[src/rtl/bram_bist_pkg.sv]
// Shared encodings for the BRAM exerciser: FSM states, run modes and the
// legal range of the BRAM read latency.
package bram_bist_pkg;

  typedef enum logic [2:0] {
    ST_IDLE  = 3'd0,
    ST_WRITE = 3'd1,
    ST_READ  = 3'd2,
    ST_DRAIN = 3'd3,
    ST_DONE  = 3'd4
  } state_t;

  localparam logic [1:0] MODE_WR_RD = 2'd0;
  localparam logic [1:0] MODE_WR    = 2'd1;
  localparam logic [1:0] MODE_RD    = 2'd2;
  localparam logic [1:0] MODE_RSV   = 2'd3;

  localparam int RD_LATENCY_MIN = 1;
  localparam int RD_LATENCY_MAX = 3;

  function automatic bit rd_latency_ok(input int lat);
    return (lat >= RD_LATENCY_MIN) && (lat <= RD_LATENCY_MAX);
  endfunction

endpackage

[src/rtl/bram_rd_pipe.sv]
// Delay line carrying {issue, expected word} so it lines up with the BRAM
// read data DEPTH cycles after the read was issued.
module bram_rd_pipe #(
  parameter int W     = 16,
  parameter int DEPTH = 1
) (
  input  logic         clk,
  input  logic         reset_n,
  input  logic         in_valid,
  input  logic [W-1:0] in_data,
  output logic         out_valid,
  output logic [W-1:0] out_data
);

  logic [W:0] line [DEPTH];

  always_ff @(posedge clk or negedge reset_n) begin
    if (!reset_n) begin
      for (int i = 0; i < DEPTH; i++) line[i] <= '0;
    end else begin
      line[0] <= {in_valid, in_data};
      for (int i = 1; i < DEPTH; i++) line[i] <= line[i-1];
    end
  end

  assign {out_valid, out_data} = line[DEPTH-1];

endmodule

[src/rtl/bram_bist_ctrl.sv]
// BRAM exerciser: writes an incrementing (optionally inverted) pattern over a
// wrapping address window, reads it back and counts mismatching words.
module bram_bist_ctrl
  import bram_bist_pkg::*;
#(
  parameter int DWIDTH     = 16,
  parameter int AWIDTH     = 12,
  parameter int MEM_SIZE   = 3840,
  parameter int RD_LATENCY = 1
) (
  input  logic              clk,
  input  logic              reset_n,
  input  logic              i_run,
  input  logic [1:0]        i_mode,
  input  logic [AWIDTH-1:0] i_start_addr,
  input  logic [AWIDTH:0]   i_num_cnt,
  input  logic [DWIDTH-1:0] i_seed,
  input  logic              i_pat_inv,
  output logic              o_idle,
  output logic              o_write,
  output logic              o_read,
  output logic              o_done,
  output logic [AWIDTH:0]   o_err_cnt,
  output logic              o_pass,
  output logic [AWIDTH-1:0] addr0,
  output logic              ce0,
  output logic              we0,
  output logic [DWIDTH-1:0] d0,
  input  logic [DWIDTH-1:0] q0,
  output logic              o_valid,
  output logic [DWIDTH-1:0] o_mem_data
);

  if (!rd_latency_ok(RD_LATENCY)) begin : g_bad_latency
    $error("bram_bist_ctrl: RD_LATENCY must be 1..3");
  end

  localparam logic [AWIDTH:0] MEM_SIZE_W = (AWIDTH+1)'(MEM_SIZE);

  state_t              state;
  logic [1:0]          mode_q;
  logic [AWIDTH-1:0]   start_q;
  logic [DWIDTH-1:0]   seed_q;
  logic                inv_q;
  logic [AWIDTH:0]     cnt_q;
  logic [AWIDTH:0]     left_q;
  logic [DWIDTH-1:0]   word_q;
  logic [1:0]          drain_q;

  logic [1:0]          mode_n;
  logic [AWIDTH:0]     cnt_eff;
  logic [AWIDTH:0]     start_ext;
  logic [AWIDTH-1:0]   start_w;
  logic [DWIDTH-1:0]   word_inc;
  logic [DWIDTH-1:0]   mask_q;
  logic                pipe_valid;
  logic [DWIDTH-1:0]   pipe_exp;

  // Wrap by a single conditional subtract; offsets only ever step by one.
  function automatic logic [AWIDTH-1:0] next_addr(input logic [AWIDTH-1:0] a);
    logic [AWIDTH:0] s;
    s = {1'b0, a} + 1'b1;
    if (s >= MEM_SIZE_W) s = s - MEM_SIZE_W;
    return s[AWIDTH-1:0];
  endfunction

  always_comb begin
    mode_n    = (i_mode == MODE_RSV) ? MODE_WR_RD : i_mode;
    cnt_eff   = (i_num_cnt > MEM_SIZE_W) ? MEM_SIZE_W : i_num_cnt;
    start_ext = {1'b0, i_start_addr};
    if (start_ext >= MEM_SIZE_W) start_ext = start_ext - MEM_SIZE_W;
    start_w   = start_ext[AWIDTH-1:0];
    word_inc  = word_q + 1'b1;
    mask_q    = {DWIDTH{inv_q}};
  end

  assign o_idle  = (state == ST_IDLE);
  assign o_write = (state == ST_WRITE);
  assign o_read  = (state == ST_READ);
  assign o_done  = (state == ST_DONE);

  always_ff @(posedge clk or negedge reset_n) begin
    if (!reset_n) begin
      state   <= ST_IDLE;
      mode_q  <= MODE_WR_RD;
      start_q <= '0;
      seed_q  <= '0;
      inv_q   <= 1'b0;
      cnt_q   <= '0;
      left_q  <= '0;
      word_q  <= '0;
      drain_q <= '0;
      o_pass  <= 1'b0;
      addr0   <= '0;
      ce0     <= 1'b0;
      we0     <= 1'b0;
      d0      <= '0;
    end else begin
      case (state)
        ST_IDLE: if (i_run) begin
          mode_q  <= mode_n;
          start_q <= start_w;
          seed_q  <= i_seed;
          inv_q   <= i_pat_inv;
          cnt_q   <= cnt_eff;
          o_pass  <= 1'b0;
          left_q  <= cnt_eff - 1'b1;
          word_q  <= i_seed;
          addr0   <= start_w;
          if (cnt_eff == '0) begin
            state <= ST_DONE;
          end else if (mode_n == MODE_RD) begin
            state <= ST_READ;
            ce0   <= 1'b1;
            we0   <= 1'b0;
          end else begin
            state <= ST_WRITE;
            ce0   <= 1'b1;
            we0   <= 1'b1;
            d0    <= i_seed ^ {DWIDTH{i_pat_inv}};
          end
        end
        ST_WRITE: if (left_q == '0) begin
          if (mode_q == MODE_WR) begin
            state <= ST_DONE;
            ce0   <= 1'b0;
            we0   <= 1'b0;
          end else begin
            state  <= ST_READ;
            we0    <= 1'b0;
            addr0  <= start_q;
            word_q <= seed_q;
            left_q <= cnt_q - 1'b1;
          end
        end else begin
          addr0  <= next_addr(addr0);
          word_q <= word_inc;
          d0     <= word_inc ^ mask_q;
          left_q <= left_q - 1'b1;
        end
        ST_READ: if (left_q == '0) begin
          state   <= ST_DRAIN;
          ce0     <= 1'b0;
          drain_q <= '0;
        end else begin
          addr0  <= next_addr(addr0);
          word_q <= word_inc;
          left_q <= left_q - 1'b1;
        end
        // Hold RD_LATENCY+1 cycles so the last compare lands before DONE.
        ST_DRAIN: if (drain_q == 2'(RD_LATENCY)) state <= ST_DONE;
                  else drain_q <= drain_q + 1'b1;
        ST_DONE: begin
          o_pass <= (mode_q != MODE_WR) && (cnt_q != '0) && (o_err_cnt == '0);
          state  <= ST_IDLE;
        end
        default: state <= ST_IDLE;
      endcase
    end
  end

  bram_rd_pipe #(
    .W     (DWIDTH),
    .DEPTH (RD_LATENCY)
  ) u_rd_pipe (
    .clk       (clk),
    .reset_n   (reset_n),
    .in_valid  (ce0 & ~we0),
    .in_data   (word_q ^ mask_q),
    .out_valid (pipe_valid),
    .out_data  (pipe_exp)
  );

  always_ff @(posedge clk or negedge reset_n) begin
    if (!reset_n) begin
      o_valid    <= 1'b0;
      o_mem_data <= '0;
      o_err_cnt  <= '0;
    end else begin
      o_valid <= pipe_valid;
      if (pipe_valid) o_mem_data <= q0;
      if (o_idle && i_run) o_err_cnt <= '0;
      else if (pipe_valid && (q0 != pipe_exp) && (o_err_cnt != '1))
        o_err_cnt <= o_err_cnt + 1'b1;
    end
  end

endmodule

[config.mk]
export PLATFORM = sky130hd
export DESIGN_NAME = bram_bist_ctrl
export DESIGN_NICKNAME = d
export VERILOG_FILES = /design/src/rtl/bram_bist_pkg.sv /design/src/rtl/bram_rd_pipe.sv /design/src/rtl/bram_bist_ctrl.sv
export SDC_FILE = /design/constraint.sdc
export NUM_CORES = 1
export LEC_CHECK = 0
export BUFFER_PORTS_ARGS = -buffer_cell sky130_fd_sc_hd__buf_2
export CAP_MARGIN = 20
export CORE_MARGIN = 4
export CORE_UTILIZATION = 60
export DETAILED_ROUTE_END_ITERATION = 8
export HOLD_SLACK_MARGIN = 0.08
export PLACE_DENSITY = 0.83
export SKIP_LAST_GASP = 1
export SYNTH_ARGS = -nofsm -noshare
export SYNTH_HDL_FRONTEND = slang
export SYNTH_SLANG_ARGS = --single-unit
[constraint.sdc]
create_clock -name clk -period 6.63 [get_ports clk]
set_input_delay 1.6575 -clock clk [delete_from_list [all_inputs] [get_ports clk]]
set_output_delay 1.6575 -clock clk [all_outputs]
set_load 0.01 [all_outputs]
After elaboration in Yosys (flattened, before gate mapping). Index checks and enable logic that the tools add are counted.

Flip-flop bits (word level): 156. Bits of input ports: 63. Output and inout port bits: 65. Logic and storage cells: 129.

Add/sub/neg operators: 9. Magnitude comparators: 3. Eq/ne operators: 22. Muxes and demuxes: 49. Bitwise operators: 5. Reductions and logical operators: 23.

Operator list (count): 16-bit 2-to-1 mux (8); 13-bit 2-to-1 mux (7); 12-bit 2-to-1 mux (6); 16-bit case mux with 3 select lines (1); 16-bit XOR (3); 13-bit zero test (3); 13-bit case mux with 3 select lines (1); 13-bit by 1-bit subtractor with 13-bit output, second input constant (3); 12-bit case mux with 3 select lines (1); 16-bit case mux with 2 select lines (1); 12-bit subtractor, second input constant (2); 3-bit 2-to-1 mux (6); 16-bit by 1-bit adder with 16-bit output, second input constant (1); 16-bit != test (1); 2-bit != test, second input constant (7); 12-bit by 1-bit adder with 13-bit output, second input constant (1); 13-bit by 1-bit adder with 13-bit output, second input constant (1); 13-bit by 12-bit >= comparator with 1-bit output, second input constant (1); 13-bit by 12-bit greater-than comparator with 1-bit output, second input constant (1); 13-bit != test, second input constant (1); 13-bit nonzero test (1); 12-bit >= comparator, second input constant (1); 3-bit case mux with 4 select lines (1); 4-bit AND reduction (3); other kinds (23) (49).

Logic depth before layout (Yosys ltp). Gate-level depths: netlist of run 1.

Depth in word-level cells: 7. Mapped depth: 11.

By module. From an unflattened synthesis of run 1, not the netlist that was laid out.

Cells, all modules: 1008. Area, all modules: 8951.1 um^2.

By module, submodules not included: bram_bist_ctrl (instances 1, cells an instance 991, area each 8525.7 um^2, seq. area each 3478.3 um^2); bram_rd_pipe (instances 1, cells an instance 17, area each 425.4 um^2, seq. area each 425.4 um^2).

Worst setup path before layout of run 1. Ideal clock, no wire load.

Kind: input-to-reg. Start point: input port i_num_cnt[4]. End point: register d0[5]. Setup time: 0.126 ns. Data arrival time: 3.134 ns. Path slack: 3.370 ns. Stages: 7. Cells stage by stage: buf_6 > or3_4 > o41ai_4 > nand3_2 > a32oi_4 > buf_6 > o21ai_0.

Cells in the longest elaborated chain, start to end: 5.

Ends and longest elaborated chain: start, declared (RTL line bram_bist_ctrl.sv:16) `input logic [AWIDTH:0] i_num_cnt,`; 13-bit by 12-bit greater-than comparator with 1-bit output (RTL line bram_bist_ctrl.sv:69) `cnt_eff = (i_num_cnt > MEM_SIZE_W) ? MEM_SIZE_W : i_num_cnt;`; 13-bit 2-to-1 mux * (RTL line bram_bist_ctrl.sv:69); 13-bit zero test * (RTL line bram_bist_ctrl.sv:110) `if (cnt_eff == '0) begin`; 2-bit != test (no source line) *; 5-bit AND reduction (no source line) *; end signal, assigned (RTL line bram_bist_ctrl.sv:120) `d0 <= i_seed ^ {DWIDTH{i_pat_inv}};`; end signal, assigned (RTL line bram_bist_ctrl.sv:138) `d0 <= word_inc ^ mask_q;`; end, declared (RTL line bram_bist_ctrl.sv:28) `output logic [DWIDTH-1:0] d0,`.

Every way passes the cells marked *; elsewhere a longest branch is shown, timed or not. A chain may end at the register's enable or synchronous reset.

Worst setup path in the final report of run 1.
Start point: register state[0]. End point: output port o_write.

Cells in the longest elaborated chain, start to end: 1.

Ends and longest elaborated chain: start, declared (RTL line bram_bist_ctrl.sv:40) `state_t state;`; start signal, assigned (RTL line bram_bist_ctrl.sv:84) `state <= ST_IDLE;`; start signal, assigned (RTL line bram_bist_ctrl.sv:111) `state <= ST_DONE;`; start signal, assigned (RTL line bram_bist_ctrl.sv:113) `state <= ST_READ;`; 3-bit by 1-bit equality test with 1-bit output (RTL line bram_bist_ctrl.sv:78) `assign o_write = (state == ST_WRITE);`; end, declared (RTL line bram_bist_ctrl.sv:20) `output logic o_write,`.

No other way between the ends.

==> results by group, run 1 <==
Status
  • Outcome: finished, final reports clean

Die
  • I/O pin cnt: ~130
  • Die width: ~130 um
  • Starting Density: 0.621
  • Die area: 0.0173 sq mm
  • Site Rows: 44
  • Core Area: 0.0148 sq mm
  • Die Y: approximately 130 um

Placed design
  • Inst Count DP: 1282
  • Port Buf Inserts: approximately 130
  • Dpl hpwl: between 15000 and 20000 um
  • GP Congestion: just under 0.9
  • DP Worst Slack: 2630 ps

Flow run
  • Max Cap Violations: 0

Synthesis
  • Ys async rst share: 1.00
  • Number of synthesized flops with an enable pin: 0
  • Synth Instances: around 1000
  • Sequential-to-total area share from yosys stat: 0.426
  • Post-synth top area share: 0.426
  • Largest cells by area after synthesis: dfrtp_1, nand2_1, xnor2_1, o21ai_0, xor2_1
  • Mean Syn Cell Area: 8.90 sq um
  • Netlist cell types: 74
  • Yosys warning total: 0
  • #FFs+latches synth: between 150 and 200
  • Cell taking the most area after synthesis: dfrtp_1
  • Syn Nets: ~1100
  • Mapped cell area: 0.00917 sq mm
  • Top FF cell, synth: dfrtp_1

Clock tree
  • Clock latency on the worst-skew pair: 440 ps
  • CTS tree: yes
  • Hold buffers post-CTS: 0
  • CTS resizes: 0
  • H-tree levels: 4
  • Num CTS Buffers: 17
  • Worst-path clk slew: 70 ps
  • CTS Buffer Depth: 2
  • Sink Count: about 160
  • Setup Buffers After CTS: 0
  • CTS Root Cell: clkbuf_16

Global route
  • Total grt overflow: 0
  • Vias in the first global route: 7833
  • Global-route wire length before repair: ~39000 um
  • Pin count of the biggest net entering global routing: 103
  • GRT Overall Usage: 0.273
  • Number of antenna violations at the first check in global routing: 0

Power
  • Flop pwr share: 0.344
  • Pwr dens: around 530 mW/mm^2
  • Worst vdd ir: about 0.36 mV
  • Leakage: about 0.0047 uW
  • Logic pwr share: 0.479
  • Design internal power: around 3000 uW
  • Clock Power Share: 0.177
  • Net Sw Power: around 2500 uW
  • Sw Ratio: 0.461

Setup path
  • Crit path max fanout: 40
  • Setup slack, reg-to-reg: between 3000 and 4000 ps
  • Critical Path Max Stage Delay: around 700 ps
  • Worst Path Arrival: 2060 ps
  • Worst setup EP type: output pin
  • Reg2reg path depth: 8
  • Crit path launch type: flop
  • FF-to-FF End: left_q[7]$_DFFE_PN0P_
  • Worst Setup Path Type: flop to output pin
  • Critical-path cell list: nor3b_2 > buf_4 > buf_2
  • CP Data Required Time: just under 5000 ps
  • Cell with the largest stage delay on the worst path: dfrtp_1
  • Reg2reg start: left_q[0]$_DFFE_PN0P_

Hold path
  • Number of stages on the worst hold path: 2
  • Worst Hold End: start_q[3]$_DFFE_PN0P_
  • Hold Crit Class: flop to flop
  • Hold path start: start_q[3]$_DFFE_PN0P_

STA
  • Slew Limit Fails: 0
  • Final hold vios: 0
  • Final period utilization: 0.561
  • Setup violators final: 0
  • Unrepaired setup endpoints after global routing: no
  • Setup_tns: 0 ps
  • Final worst-path setup slack: 2910 ps
  • Clock Skew: about 10 ps
  • Tmin final: between 3000 and 4000 ps
  • Relative slew slack: 0.272
  • Worst-Margin Slew: between 1000 and 1500 ps
  • Hold WS: 480 ps
  • Max frequency: around 0.27 GHz

Detailed routing
  • Routed WL per cell: between 15 and 20 um
  • Initial DRC Count: approximately 630
  • DR DRC count: 0
  • Via Count: 8099
  • Drt first pass iters: 5
  • Avg Vias per Cell: 6.16
  • Final ANT Viol Nets: 0
  • DRT Wirelength: between 20000 and 25000 um

Layout
  • Share of cells above drive strength 1: 0.188
  • Number of diodes: 0
  • P&R area growth vs syn: 13.3%
  • Final Net Count: around 1200
  • Core Util, Final: 0.704
  • Non-Filler Instances: around 1300
[worst max path at each step]
stage,startpoint,to
6_report,state[0]$_DFFE_PN0P_,o_write
5_1_grt,state[0]$_DFFE_PN0P_,o_write
4_1_cts,state[0]$_DFFE_PN0P_,o_write
3_5_place_dp,i_num_cnt[5],d0[10]$_DFFE_PN0P_
3_3_place_gp,i_num_cnt[5],d0[7]$_DFFE_PN0P_
2_1_floorplan,i_num_cnt[4],d0[5]$_DFFE_PN0P_
[sequential cells by signal, indices dropped and copies added, names as in the netlist]
register        flops
o_valid             1
start_q            12
o_pass              1
drain_q             2
u_rd_pipe.line     17
d0                 16
cnt_q              13
left_q             13
o_err_cnt          13
mode_q              2
addr0              12
seed_q             16
ce0                 1
state               3
we0                 1
o_mem_data         16
inv_q               1
word_q             16
[critical path, delay by kind of cell, from the launching register on]
kind / cells / cell delay (ps)
simple gates: 1 / 270
buf+inv: 2 / 630
flops: 1 / 700
[through the flow]
| step | total power, uW | cell area (sq um) |
|---|---|---|
| 6_report | 5480 | 10400 |
| 5_1_grt | 5870 | 10400 |
| 4_1_cts | 5450 | 10400 |
| 3_5_place_dp | 4440 | 9780 |
| 3_3_place_gp | 4340 | 9780 |
| 2_1_floorplan | 3730 | 9170 |
[Yosys cell counts, drive strengths merged, types with 7 or more instances]
cell type / n
a211oi: 10
a21oi: 49
a22o: 11
a22oi: 13
a31oi: 9
and2: 10
and3: 7
buf: 37
clkbuf: 30
dfrtp: 156
ha: 12
inv: 26
mux2: 18
nand2: 186
nand2b: 10
nand3: 27
nand4: 19
nor2: 62
nor3: 21
nor4: 22
o21ai: 81
o22ai: 9
o31ai: 10
xnor2: 57
xor2: 40
[kinds of logic (layout without fill, tap and decap cells)]
logic type               count (synthesis)  after routing  share of synthesized area
AND/OR/NAND/NOR                        401            401                      0.212
AO/OA/AOI/OAI                          251            251                      0.182
flip-flops                             156            156                      0.426
XOR/XNOR                                97             97                     0.0927
buffers and inverters                   93            194                     0.0475
multiplexers                            20             20                     0.0243
adder cells (fa/ha/maj)                 12             12                     0.0164
[metal layers]
layer	track usage	wire length, um	vias to the layer above
met2	0.449	11400	406
met3	0.0570	1860	64
met4	0.117	676	0
met1	0.354	10100	3816
li1	-	-	3813
met5	0	0	-
[cells in the final DEF, fill, tap and decap left out, drive strengths merged, types with 12 or more instances in the layout]
master | Yosys | final
a21oi | 49 | 49
a22oi | 13 | 13
buf | 37 | 136
clkbuf | 30 | 17
dfrtp | 156 | 156
ha | 12 | 12
inv | 26 | 35
mux2 | 18 | 18
nand2 | 186 | 186
nand3 | 27 | 27
nand4 | 19 | 19
nor2 | 62 | 62
nor3 | 21 | 21
nor4 | 22 | 22
o21ai | 81 | 81
xnor2 | 57 | 57
xor2 | 40 | 40
[area by class of cell]
| type | count | area, sq um |
|---|---|---|
| inverters | 26 | 97.6 |
| clock inverters | 15 | 169 |
| clock buffers | 17 | 425 |
| well taps | 184 | 230 |
| flip-flops and latches | 156 | 3900 |
| multi-input cells | 781 | 4840 |
| fillers | 1111 | 4360 |
| repair buffers | 136 | 722 |
[power by group through the flow]
stage	registers, uW	clock network [uW]	logic (uW)
after floorplan	1770	0	1950
after global placement	1860	0	2480
after detailed placement	1880	0	2560
after CTS	1870	981	2600
after global routing	1940	1030	2900
final	1880	970	2630
(Power assumes the default switching activity.)
==> run 2, diff against run 1 <==
--- a/config.mk
+++ b/config.mk
@@ -8,10 +8,10 @@
 export BUFFER_PORTS_ARGS = -buffer_cell sky130_fd_sc_hd__buf_2
 export CAP_MARGIN = 20
 export CORE_MARGIN = 4
-export CORE_UTILIZATION = 60
+export CORE_UTILIZATION = 53
 export DETAILED_ROUTE_END_ITERATION = 8
 export HOLD_SLACK_MARGIN = 0.08
-export PLACE_DENSITY = 0.83
+export PLACE_DENSITY = 0.77
 export SKIP_LAST_GASP = 1
 export SYNTH_ARGS = -nofsm -noshare
 export SYNTH_HDL_FRONTEND = slang
==> constraint.sdc (replaced) <==
create_clock -name clk -period 3.4 [get_ports clk]
set_input_delay 0.85 -clock clk [delete_from_list [all_inputs] [get_ports clk]]
set_output_delay 0.85 -clock clk [all_outputs]
set_load 0.01 [all_outputs]
==> run 2 against run 1 <==
  * Combinational power rose by 98%
  * Via count decreased by 0.17%
  * Sequential power increased by 94%
  * Critical path type is now flop to flop
  * Critical endpoint is now addr0[9]$_DFFE_PN0P_
==> results by group, run 2 (synthesis gave the netlist of run 1 again) <==
Die
  • I/O pin cnt: 128
  • Core Area: approximately 0.017 sq mm
  • Site Rows: 47
  • Die width: between 100 and 150 um
  • Die Y: 140 um
  • Die area: about 0.02 sq mm
  • Starting Density: 0.547

Status
  • Outcome: finished, final reports clean

Layout
  • Filler instances: roughly 1400
  • Most flop-heavy register: u_rd_pipe.line
  • Largest register FFs: 17
  • Area taken by multi-input logic gates: approximately 0.0048 sq mm
  • Most frequent cells in the layout: nand2_1, dfrtp_1, buf_2, o21ai_0, nor2_1
  • Share of cells above drive strength 1: 0.196
  • P&R area growth vs syn: 14.8%
  • Final Net Count: around 1200
  • Commonest non-fill, non-tap cell in the layout: nand2_1
  • Storage element area: a little under 0.004 sq mm

STA
  • Setup_tns: 0 ps
  • Tmin final: 2900 ps
  • Slew Limit Fails: 0
  • Clock Skew: 11.9 ps
  • Relative slew slack: 0.381
  • Setup violators final: 0
  • Max frequency: 0.345 GHz
  • Worst-Margin Slew: between 900 and 1000 ps
  • Unrepaired setup endpoints after global routing: no
  • Final hold vios: 0
  • Final period utilization: 0.852
  • Hold WS: between 300 and 400 ps

Setup path
  • Critical Path Max Stage Delay: 510 ps
  • Crit path max fanout: 12
  • Worst setup EP type: flop
  • Worst Path Arrival: about 3200 ps
  • Worst Setup Path Type: flop to flop
  • Crit path launch type: flop
  • Reg2reg path depth: 10
  • Cell with the largest stage delay on the worst path: dfrtp_1
  • Critical-path cell list: ha_1 > and3_1 > nand2_1 > xnor2_1 > ha_1 > nand2_1 > nor4_1 > nand4_1 > and2_1 > a221oi_1
  • CP Data Required Time: around 3700 ps

Global route
  • Total grt overflow: 0
  • Vias in the first global route: slightly below 8000
  • Number of antenna violations at the first check in global routing: 1
  • Global-route wire length before repair: 39500 um
  • GRT Overall Usage: 0.248
  • Pin count of the biggest net entering global routing: 71

Clock tree
  • Num CTS Buffers: 17
  • Clock latency on the worst-skew pair: 430 ps
  • CTS tree: yes
  • H-tree levels: 4
  • CTS Buffer Depth: 2
  • CTS resizes: 0
  • Setup Buffers After CTS: 0
  • Hold buffers post-CTS: 0
  • Sink Count: approximately 160
  • Worst-path clk slew: ~70 ps
  • CTS Root Cell: clkbuf_16

Detailed routing
  • DRT Wirelength: between 20000 and 25000 um
  • Drt first pass iters: 8
  • Final ANT Viol Nets: 0
  • Avg Vias per Cell: about 5.9
  • Via Count: approximately 8000
  • Routed WL per cell: 17.8 um
  • Initial DRC Count: 695
  • DR DRC count: 0

Power
  • Leakage: around 0.0047 uW
  • Pwr dens: 1020 mW/mm^2
  • Worst vdd ir: 0.563 mV

Hold path
  • Hold Crit Class: input pin to asynchronous set/reset pin

Flow run
  • Max Cap Violations: 0

Placed design
  • Port Buf Inserts: around 130
  • GP Congestion: ~0.9
  • Dpl hpwl: 16800 um
==> run 2: critical path: cells and delay by family (launching register included) <==
family          cells  cell delay, ps
fa+ha+maj           2             690
xor+xnor            1             270
compound gates      1             250
flops               1             510
simple gates        6            1070
==> run 2: layer usage <==
layer,track usage,up-vias,wire [um]
met5,0,-,0
met4,0.0850,0,503
met3,0.0422,43,1560
met2,0.402,310,11600
met1,0.338,3879,10600
li1,-,3853,-
==> run 2: through the flow <==
stage	instances	utilization	worst slack (ps)	power (uW)	area, sq um
floorplan	1030	-	863	7260	9170
global placement	1330	0.593	545	8640	9940
detailed placement	1330	0.593	531	8830	9940
CTS	1362	0.628	532	10800	10500
global route	1363	0.628	303	11600	10500
finish	1363	0.628	503	10700	10500
==> run 2: area by class of cell <==
cell class,count,share of cell area
antenna,1,0.000238
clock buffer,18,0.0417
clock inverter,14,0.0145
inverter,26,0.00927
multi-input combinational,781,0.460
sequential,156,0.371
tap,220,0.0261
timing repair buffer,147,0.0776
==> run 2: where the power goes <==
group	leakage, uW	internal [uW]	switching (uW)
logic	0.00252	2130	3090
registers	0.00192	2740	902
clock network	0.000287	1050	835
==> run 2: path summary, 6_finish.rpt <==
kind / from / to / slack (ps)
worst min register to register: d0[9]$_DFFE_PN0P_ / d0[9]$_DFFE_PN0P_ / 470
min in group clk: d0[9]$_DFFE_PN0P_ / d0[9]$_DFFE_PN0P_ / 470
max in group asynchronous: reset_n / word_q[10]$_DFFE_PN0P_ / 2180
worst min-delay path: reset_n / cnt_q[5]$_DFFE_PN0P_ / 400
worst max-delay path: addr0[0]$_DFFE_PN0P_ / addr0[9]$_DFFE_PN0P_ / 500
worst max register to register: addr0[0]$_DFFE_PN0P_ / addr0[9]$_DFFE_PN0P_ / 500
